[src/rtl/da2_pkg.sv]
// ============================================================================
// da2_pkg : shared types and constants for the PmodDA2 serial transmitter
// Rev 1.0 : initial release
// ============================================================================
`default_nettype none

package da2_pkg;

  localparam int FRAME_W = 16;

  typedef enum logic [1:0] {
    ST_IDLE  = 2'd0,
    ST_SHIFT = 2'd1,
    ST_HOLD  = 2'd2,
    ST_ACK   = 2'd3
  } da2_state_e;

  // DAC121S101 power-down modes (PD1..PD0)
  localparam logic [1:0] PD_NORMAL = 2'b00;
  localparam logic [1:0] PD_1K     = 2'b01;
  localparam logic [1:0] PD_100K   = 2'b10;
  localparam logic [1:0] PD_HIZ    = 2'b11;

  function automatic logic [FRAME_W-1:0] da2_frame(input logic [1:0]  cmd,
                                                   input logic [11:0] data);
    return {2'b00, cmd, data};
  endfunction

endpackage

`default_nettype wire

[src/rtl/da2_serial_tx_if.sv]
// ============================================================================
// da2_serial_tx_if : generator handshake plus DAC pin bundle
// Optional second channel under DA2_DUAL_EN
// Rev 1.0 : initial release
// ============================================================================
`default_nettype none

interface da2_serial_tx_if;

  logic        dacdav;
  logic [1:0]  daccmd;
  logic [11:0] dacdata;
  logic        davdac;
  logic        dacsync;
  logic        dacsck;
  logic        dacout;

`ifdef DA2_DUAL_EN
  logic [1:0]  daccmd2;
  logic [11:0] dacdata2;
  logic        dacout2;

  modport master (output dacdav, daccmd, dacdata, daccmd2, dacdata2,
                  input  davdac, dacsync, dacsck, dacout, dacout2);
  modport slave  (input  dacdav, daccmd, dacdata, daccmd2, dacdata2,
                  output davdac, dacsync, dacsck, dacout, dacout2);
`else
  modport master (output dacdav, daccmd, dacdata,
                  input  davdac, dacsync, dacsck, dacout);
  modport slave  (input  dacdav, daccmd, dacdata,
                  output davdac, dacsync, dacsck, dacout);
`endif

endinterface

`default_nettype wire

[src/rtl/da2_sckgen.sv]
// ============================================================================
// da2_sckgen : SCLK divider, toggles every SCK_HALF cycles while enabled
// Rev 1.0 : initial release
// ============================================================================
`default_nettype none

module da2_sckgen #(
  parameter int SCK_HALF = 1
) (
  input  wire logic clk_i,
  input  wire logic rst_ni,
  input  wire logic en_i,
  output logic      sck_o,
  output logic      fall_o,
  output logic      rise_o
);

  localparam int CW = (SCK_HALF > 1) ? $clog2(SCK_HALF) : 1;

  logic [CW-1:0] cnt_q, cnt_d;
  logic          sck_q, sck_d;
  logic          tick;

  assign tick = en_i && (cnt_q == CW'(SCK_HALF - 1));

  // Disabled divider parks SCLK high with the phase counter cleared
  always_comb begin
    cnt_d = cnt_q;
    sck_d = sck_q;
    if (!en_i) begin
      cnt_d = '0;
      sck_d = 1'b1;
    end else if (tick) begin
      cnt_d = '0;
      sck_d = ~sck_q;
    end else begin
      cnt_d = cnt_q + CW'(1);
    end
  end

  always_ff @(posedge clk_i or negedge rst_ni) begin
    if (!rst_ni) begin
      cnt_q <= '0;
      sck_q <= 1'b1;
    end else begin
      cnt_q <= cnt_d;
      sck_q <= sck_d;
    end
  end

  assign sck_o  = sck_q;
  assign fall_o = tick & sck_q;
  assign rise_o = tick & ~sck_q;

endmodule

`default_nettype wire

[src/rtl/da2_serial_tx.sv]
// ============================================================================
// da2_serial_tx : dav/ack-fed SYNC-framed serial transmitter for PmodDA2
// Optional lockstep channel B under DA2_DUAL_EN
// Rev 1.0 : initial release
// ============================================================================
`default_nettype none

module da2_serial_tx
  import da2_pkg::*;
#(
  parameter int SCK_HALF  = 1,
  parameter int SYNC_HOLD = 2
) (
  input wire logic       dacclk,
  input wire logic       dacrstn,
  da2_serial_tx_if.slave bus
);

  localparam int HW = (SYNC_HOLD > 1) ? $clog2(SYNC_HOLD) : 1;

  da2_state_e         state_q;
  logic [FRAME_W-1:0] shreg_q;
  logic [FRAME_W-1:0] frame_d;
  logic [4:0]         fall_cnt_q;
  logic [HW-1:0]      hold_cnt_q;
  logic               sync_q;
  logic               out_q;
  logic               ack_q;
  logic               sck;
  logic               sck_fall;
  logic               sck_rise;

`ifdef DA2_DUAL_EN
  logic [FRAME_W-1:0] shreg2_q;
  logic [FRAME_W-1:0] frame2_d;
  logic               out2_q;
  assign frame2_d    = da2_frame(bus.daccmd2, bus.dacdata2);
  assign bus.dacout2 = out2_q;
`endif

  assign frame_d = da2_frame(bus.daccmd, bus.dacdata);

  da2_sckgen #(.SCK_HALF(SCK_HALF)) u_sckgen (
    .clk_i  (dacclk),
    .rst_ni (dacrstn),
    .en_i   (state_q == ST_SHIFT),
    .sck_o  (sck),
    .fall_o (sck_fall),
    .rise_o (sck_rise)
  );

  always_ff @(posedge dacclk or negedge dacrstn) begin
    if (!dacrstn) begin
      state_q    <= ST_IDLE;
      shreg_q    <= '0;
      fall_cnt_q <= '0;
      hold_cnt_q <= '0;
      sync_q     <= 1'b1;
      out_q      <= 1'b0;
      ack_q      <= 1'b0;
`ifdef DA2_DUAL_EN
      shreg2_q   <= '0;
      out2_q     <= 1'b0;
`endif
    end else begin
      case (state_q)
        ST_IDLE: begin
          if (bus.dacdav) begin
            shreg_q <= frame_d;
            out_q   <= frame_d[FRAME_W-1];
            sync_q  <= 1'b0;
            state_q <= ST_SHIFT;
`ifdef DA2_DUAL_EN
            shreg2_q <= frame2_d;
            out2_q   <= frame2_d[FRAME_W-1];
`endif
          end
        end
        ST_SHIFT: begin
          if (sck_fall) begin
            fall_cnt_q <= fall_cnt_q + 5'd1;
          end
          // The rise after the last fall closes the frame; earlier rises advance data
          if (sck_rise) begin
            if (fall_cnt_q == 5'(FRAME_W)) begin
              sync_q  <= 1'b1;
              out_q   <= 1'b0;
              state_q <= ST_HOLD;
`ifdef DA2_DUAL_EN
              out2_q  <= 1'b0;
`endif
            end else begin
              shreg_q <= {shreg_q[FRAME_W-2:0], 1'b0};
              out_q   <= shreg_q[FRAME_W-2];
`ifdef DA2_DUAL_EN
              shreg2_q <= {shreg2_q[FRAME_W-2:0], 1'b0};
              out2_q   <= shreg2_q[FRAME_W-2];
`endif
            end
          end
        end
        ST_HOLD: begin
          if (hold_cnt_q == HW'(SYNC_HOLD - 1)) begin
            hold_cnt_q <= '0;
            fall_cnt_q <= '0;
            ack_q      <= 1'b1;
            state_q    <= ST_ACK;
          end else begin
            hold_cnt_q <= hold_cnt_q + HW'(1);
          end
        end
        ST_ACK: begin
          if (!bus.dacdav) begin
            ack_q   <= 1'b0;
            state_q <= ST_IDLE;
          end
        end
        default: state_q <= ST_IDLE;
      endcase
    end
  end

  assign bus.dacsync = sync_q;
  assign bus.dacsck  = sck;
  assign bus.dacout  = out_q;
  assign bus.davdac  = ack_q;

endmodule

`default_nettype wire

[src/flat_wrapper.sv]
// flat-port wrapper written by rule: the top's interface ports become plain ports
module da2_serial_tx_flat import da2_pkg::*;
#(
  parameter int SCK_HALF  = 1,
  parameter int SYNC_HOLD = 2
)
  (dacclk, dacrstn, bus_dacdav, bus_daccmd, bus_dacdata, bus_davdac, bus_dacsync, bus_dacsck, bus_dacout);
  da2_serial_tx_if bus_i ();
  input wire logic dacclk;
  input wire logic dacrstn;
  input wire logic [$bits(bus_i.dacdav)-1:0] bus_dacdav;
  input wire logic [$bits(bus_i.daccmd)-1:0] bus_daccmd;
  input wire logic [$bits(bus_i.dacdata)-1:0] bus_dacdata;
  output wire logic [$bits(bus_i.davdac)-1:0] bus_davdac;
  output wire logic [$bits(bus_i.dacsync)-1:0] bus_dacsync;
  output wire logic [$bits(bus_i.dacsck)-1:0] bus_dacsck;
  output wire logic [$bits(bus_i.dacout)-1:0] bus_dacout;
  assign bus_i.dacdav = bus_dacdav;
  assign bus_i.daccmd = bus_daccmd;
  assign bus_i.dacdata = bus_dacdata;
  assign bus_davdac = bus_i.davdac;
  assign bus_dacsync = bus_i.dacsync;
  assign bus_dacsck = bus_i.dacsck;
  assign bus_dacout = bus_i.dacout;
  da2_serial_tx #(.SCK_HALF(SCK_HALF), .SYNC_HOLD(SYNC_HOLD)) u_core (.dacclk(dacclk), .dacrstn(dacrstn), .bus(bus_i));
endmodule
[config.mk]
export PLATFORM = sky130hd
export DESIGN_NAME = da2_serial_tx_flat
export DESIGN_NICKNAME = d
export VERILOG_FILES = /design/src/rtl/da2_pkg.sv /design/src/rtl/da2_serial_tx_if.sv /design/src/rtl/da2_sckgen.sv /design/src/rtl/da2_serial_tx.sv /design/src/flat_wrapper.sv
export SDC_FILE = /design/constraint.sdc
export NUM_CORES = 1
export LEC_CHECK = 0
export BUFFER_PORTS_ARGS = -buffer_cell sky130_fd_sc_hd__clkbuf_2
export CAP_MARGIN = 10
export CORE_UTILIZATION = 55
export CTS_CLUSTER_SIZE = 40
export DETAILED_ROUTE_END_ITERATION = 12
export PLACE_DENSITY = 0.77
export REMOVE_ABC_BUFFERS = 1
export SLEW_MARGIN = 20
export SYNTH_ARGS = -nofsm -noshare
export SYNTH_HDL_FRONTEND = slang
export SYNTH_SLANG_ARGS = --single-unit
[constraint.sdc]
create_clock -name dacclk -period 4.99 [get_ports dacclk]
set_input_delay 0.499 -clock dacclk [delete_from_list [all_inputs] [get_ports dacclk]]
set_output_delay 0.499 -clock dacclk [all_outputs]
set_load 0.05 [all_outputs]
==> flow_summary.yaml, run 1 <==
detailed_routing:
  via_count: 1044
  drt_wl_total_um: 2611
  drc: 0
  drt_first_pass_iters: 4
  final_antenna_net_count: 0
  viasPerCell: 5.643
  dr.first_iter.drc_count: 12
  wl_per_cell_um: 14.11
synthesis:
  synth_cell_type_count: 39
  ys.flop_type: "dfrtp_1"
  async_reset_ff_share_pct: 100.0
  synth_seq_cells: 28
  syn_avg_cell_area_um2: 10.10
  syn_inst: 137
  syn_area_um2: 1384
  synth_edf_count: 0
  ys_seq_area_share_pct: 50.81
  synth_warnings: 0
finish:
  final_util_pct: 67.32
  antenna_cells: 0
  n_fill_cell: 189
  syn_to_final_growth_pct: 11.75
  final_layout_size_suffix_gt1_share_pct: 21.66
  fin_cells: 185
  nets: 182
placed_design:
  post-place-ws_ns: 2.889
  port_buffers: 20
  placed_cells: 181
  hpwl_um: 1885
  place_congestion: 0.7596
critical_path:
  cp.arrival_ns: 2.32
  crit_type: "flip-flop to flip-flop"
  critPathMaxFanout: 15
  crit_path_start_kind: "flip-flop"
  r2r-start: "u_core.state_q[1]"
  crit_chain: "inv_1 > ha_1 > mux2i_1 > a211oi_2 > o21ai_0"
  r2r_end: "u_core.shreg_q[14]"
  path_delay_family: "compound AO/OA/AOI/OAI gates"
  critical_path.max_stage_delay_ns: 0.75
  rrSetupSlack_ns: 2.87
  cp_num_buf_inv: 1
  r2r_cells: 5
  slowest_stage: "a211oi_2"
  worstSetupEndpointType: "flip-flop"
  crit_required_ns: 5.19
power_and_ir_drop:
  powerDensity_nw_per_um2: 646.8
  p_leak_nw: 0.6770
  pwr-share-comb_pct: 46.0
  switching_share_pct: 40.63
  p_total_mw: 1.000
  pwr-share-seq_pct: 38.9
  power_switching_mw: 0.4064
  clkPwrFrac_pct: 15.1
  ir_worst_vdd_mv: 0.4881
  p_int_mw: 0.5939
sta:
  rsz0062_at_grt: "no"
  layout_min_cycle_time_ns: 2.121
  setup_viol_count_final: 0
  relSlewSlack_pct: 38.19
  drv_slew: 0
  hold_viol: 0
  fin_ws_ns: 2.869
  fin_skew_ns: 0.001499
  tightest_slew_ns: 0.9254
  period_share_pct: 42.51
  fmax_ghz: 0.4714
  setup_tns_ns: 0
grt:
  use_met2_pct: 37.61
  grt_usage_pct: 23.43
  busiest_layer: "met2"
  grt_pass1_wl_um: 4588
  grt_util_met1_pct: 31.81
  met3_usage_pct: 3.509
  antenna_found_initial: 0
  grt_start_max_net_pins: 29
  grt_overflow: 0
  grt_pass1_vias: 1018
floorplan:
  initial_core_util_pct: 60.24
  coreArea_um2: 2297
  rows: 17
  die_h_um: 52.16
  die-area_um2: 2721
  die_w_um: 52.16
  ios: 21
run:
  maxCapViolations: 0
cts:
  cts_tree: "built"
  cts_max_path_buffers: 2
  cts_buffers: 3
  post-cts-setup-buffers: 0
  cts-root-buf: "clkbuf_4"
  numClockSinks: 28
  clk_transition_reported_paths_ns: 0.15
  ctsHtreeMaxLevel: 1
  clkLatencyLatePin_ns: 0.34
  hold_buffers: 0
  cts-resized-gates: 0
hold_path:
  min_path_type: "input pin to async pin"
outcome:
  status: "complete, no violations"
[state kept, by name, summed over array words and instances (netlist names)]
name / count
u_core.shreg_q: 15
u_core.bus.davdac: 1
u_core.state_q: 2
u_core.hold_cnt_q: 1
u_core.u_sckgen.cnt_q: 1
u_core.fall_cnt_q: 5
u_core.bus.dacout: 1
u_core.bus.dacsync: 1
u_core.u_sckgen.sck_o: 1
[how the worst max path moves through the flow]
stage / depth (start not counted) / startpoint / slack, ns / end
after floorplan: 5 / u_core.state_q[1] / 3.28 / u_core.shreg_q[14]
after global placement: 5 / u_core.state_q[1] / 3.06 / u_core.shreg_q[14]
after CTS: 5 / u_core.state_q[1] / 2.85 / u_core.shreg_q[14]
final: 5 / u_core.state_q[1] / 2.87 / u_core.shreg_q[14]
after global routing: 5 / u_core.state_q[1] / 2.67 / u_core.shreg_q[14]
after detailed placement: 5 / u_core.state_q[1] / 2.89 / u_core.shreg_q[14]
[power groups by stage]
| stage | Sequential [mW] | Clock, mW | Combinational [mW] |
|---|---|---|---|
| 3_3_place_gp | 0.387 | 0 | 0.439 |
| 6_report | 0.389 | 0.151 | 0.460 |
| 4_1_cts | 0.388 | 0.153 | 0.463 |
| 5_1_grt | 0.400 | 0.161 | 0.518 |
| 3_5_place_dp | 0.393 | 0 | 0.460 |
| 2_1_floorplan | 0.412 | 0 | 0.335 |
[through the flow]
| stage | hold slack (ns) | cell area (um2) |
|---|---|---|
| finish | 0.1637 | 1546 |
| global route | 0.2151 | 1546 |
| CTS | 0.1919 | 1546 |
| detailed placement | 0.4862 | 1494 |
| global placement | 0.4800 | 1494 |
| floorplan | 0.2034 | 1359 |
[per-layer routing]
metal / routed length [um] / share of wire, %
met1: 1250 / 48
met4: 40 / 1.5
met5: 0 / 0
met2: 1257 / 48
met3: 62 / 2.4
[synth_stat cells (2+ instances only)]
cell / number / area [um2]
dfstp_2: 2 / 52.55
nand3_1: 3 / 15.01
buf_2: 2 / 10.01
o21ai_0: 6 / 30.03
dfrtp_1: 26 / 650.6
a21oi_1: 2 / 10.01
nor4_1: 2 / 12.51
nor2_1: 31 / 116.4
o22ai_1: 13 / 81.33
a311o_1: 2 / 20.02
nand2_1: 2 / 7.510
ha_1: 7 / 87.58
o21a_1: 2 / 15.01
mux2i_1: 3 / 30.03
a22o_1: 2 / 17.52
and2_1: 2 / 12.51
inv_1: 7 / 26.28
inv_2: 2 / 7.510
[cell usage in the layout, fill, tap and decap left out, types with 3 or more instances in the layout]
cell type / n
nor2_1: 31
inv_1: 7
dfrtp_1: 26
nand3_1: 3
o22ai_1: 13
clkbuf_4: 3
ha_1: 7
clkbuf_2: 20
mux2i_1: 3
o21ai_0: 6
[kinds of logic (layout without fill, tap and decap cells)]
logic type      after synthesis  in the layout  synth area share, %
fa+ha+maj                     7              7                6.329
mux                           5              5                4.068
simple gates                 49             49                16.91
other cells                   1              1               0.2710
flops                        28             28                50.81
xor+xnor                      1              1               0.6330
buf+inv                      13             33                4.250
compound gates               33             33                16.73
[worst register-to-register path: cells and delay by family (launching register included)]
family | cells | cell delay, ns
buf+inv | 1 | 0.12
compound gates | 2 | 0.94
flops | 1 | 0.44
mux | 1 | 0.17
fa+ha+maj | 1 | 0.31
[layout make-up]
type	count	area (um2)	share of cell area, %
Inverter	9	33.78	2.184
Multi-Input combinational cell	96	621.8	40.21
Clock inverter	1	30.03	1.942
Clock buffer	3	22.52	1.456
Sequential cell	28	703.2	45.47
Timing Repair Buffer	20	100.1	6.473
Tap cell	28	35.03	2.265
(Power assumes the default switching activity.)
==> inputs of run 2 (changes only) <==
Clock period 4.99 ns to 2.1 ns, I/O delays scaled along.
==> run 2 against run 1 <==
Against the previous run: final cell count grew 2.2%; combinational power rose by 150%; worst hold slack worse by 0.10 ns; via count increased by 2.0%; core utilization is 1.4 points higher; critical path type unchanged; largest power group unchanged.
==> flow_summary.yaml, run 2 (synthesis results as in run 1) <==
sta:
  setup_tns_ns: 0
  fin_hold_ws_ns: 0.06156
  relSlewSlack_pct: 54.81
  fin_skew_ns: 0.007082
  rsz0062_at_grt: "no"
  drv_slew: 0
  period_share_pct: 84.51
  fmax_ghz: 0.5634
  layout_min_cycle_time_ns: 1.775
  hold_viol: 0
  setup_viol_count_final: 0
  tightest_slew_ns: 0.6779
placed_design:
  place_congestion: 0.7722
  port_buffers: 20
  placed_cells: 184
  hpwl_um: 1910
  place_area_um2: 1516
cts:
  clkLatencyLatePin_ns: 0.33
  clk_transition_reported_paths_ns: 0.15
  cts-root-buf: "clkbuf_4"
  cts_max_path_buffers: 2
  numClockSinks: 28
  ctsHtreeMaxLevel: 1
  post-cts-setup-buffers: 0
  cts_tree: "built"
  cts_buffers: 3
finish:
  largest_register_ffs: 15
  n_fill_cell: 199
  multiInputGateArea_um2: 621.8
  final_area_um2: 1579
  fin_cells: 189
  syn_to_final_growth_pct: 14.10
  mostFrequentLayoutCells: "31 x nor2_1, 26 x dfrtp_1, 20 x clkbuf_2"
  nets: 186
  top_register: "u_core.shreg_q"
  regArea_um2: 703.2
  final_util_pct: 68.74
  top_regs: "u_core.shreg_q: 15 flops, u_core.fall_cnt_q: 5 flops, u_core.state_q: 2 flops"
  antenna_cells: 0
  final_layout_size_suffix_gt1_share_pct: 22.98
  layout_commonest_cell: "nor2_1"
power_and_ir_drop:
  switching_share_pct: 40.24
  powerDensity_nw_per_um2: 1528
  ir_worst_vdd_mv: 0.9425
  pwr-share-comb_pct: 47.0
  p_leak_nw: 0.6956
  clkPwrFrac_pct: 14.6
  pwr-share-seq_pct: 38.3
  p_int_mw: 1.441
  power_switching_mw: 0.9707
hold_path:
  min_path_type: "input pin to flip-flop"
critical_path:
  crit_chain: "inv_1 > ha_1 > inv_2 > nand3_1 > o22ai_1 > nor2_1"
  slowest_stage: "dfrtp_1"
  path_delay_family: "simple AND/OR/NAND/NOR gates"
  crit_type: "flip-flop to flip-flop"
  critical_path.max_stage_delay_ns: 0.42
  cp_num_buf_inv: 2
  worstSetupEndpointType: "flip-flop"
  cp.arrival_ns: 2.02
  critPathMaxFanout: 14
  crit_path_start_kind: "flip-flop"
  rrSetupSlack_ns: 0.33
  crit_required_ns: 2.34
detailed_routing:
  final_antenna_net_count: 0
  via_count: 1065
  dr.first_iter.drc_count: 26
  drt_first_pass_iters: 4
  drt_wl_total_um: 2692
  drc: 0
  viasPerCell: 5.635
  wl_per_cell_um: 14.24
floorplan:
  rows: 17
  die_h_um: 52.16
  initial_core_util_pct: 60.24
  die_w_um: 52.16
  die-area_um2: 2721
  coreArea_um2: 2297
  ios: 21
grt:
  grt_start_max_net_pins: 29
  grt_pass1_vias: 1017
  grt_usage_pct: 23.04
  antenna_found_initial: 0
  grt_overflow: 0
  grt_pass1_wl_um: 4443
outcome:
  status: "complete, no violations"
run:
  maxCapViolations: 0
==> run 2: per-stage QoR <==
stage / total power, mW / setup WS [ns]
global placement: 2.000 / 0.4088
finish: 2.412 / 0.3252
global route: 2.593 / 0.1428
floorplan: 1.773 / 0.3909
CTS: 2.433 / 0.3011
detailed placement: 2.069 / 0.3225
==> run 2: what timing repair did <==
action | in CTS | in global routing
resized for setup | 0 | 0
hold endpoints to repair | 26 | 0
hold buffers | 1 | 0
==> run 2: power by group through the flow <==
stage / Sequential, mW / Combinational (mW) / Clock (mW)
floorplan: 0.978 / 0.795 / 0
global placement: 0.920 / 1.08 / 0
detailed placement: 0.932 / 1.14 / 0
CTS: 0.921 / 1.15 / 0.366
global route: 0.949 / 1.26 / 0.383
finish: 0.925 / 1.13 / 0.353
==> run 2: final cells by class <==
type	instances	share of cell area, %
Clock buffer	3	1.426
Timing Repair Buffer	24	8.399
Tap cell	28	2.219
Clock inverter	1	1.902
Sequential cell	28	44.53
Multi-Input combinational cell	96	39.38
Inverter	9	2.139
==> run 2: layer usage <==
| metal | track usage (%) | share of wire (%) | vias up |
|---|---|---|---|
| met5 | 0 | 0 | - |
| met4 | 9.211 | 1.4 | 0 |
| met3 | 3.509 | 3.5 | 4 |
| met2 | 39.74 | 50 | 26 |
| met1 | 28.71 | 45 | 507 |
| li1 | - | - | 528 |
==> run 2: worst reg2reg max path: stages (launching register included) <==
cell and delay (ns):
dfrtp_1 0.42, inv_1 0.10, ha_1 0.28, inv_2 0.15
nand3_1 0.40, o22ai_1 0.28, nor2_1 0.07
==> run 2: path summary, 6_finish.rpt <==
kind	cells after the start	endpoint	from
max reg2reg	6	u_core.shreg_q[5]	u_core.state_q[1]
min reg2reg	2	u_core.shreg_q[9]	u_core.shreg_q[9]
min	3	u_core.shreg_q[0]	bus_dacdata[0]
max	6	u_core.shreg_q[5]	u_core.state_q[1]
min in group asynchronous	2	u_core.fall_cnt_q[4]	dacrstn
max in group asynchronous	2	u_core.state_q[1]	dacrstn
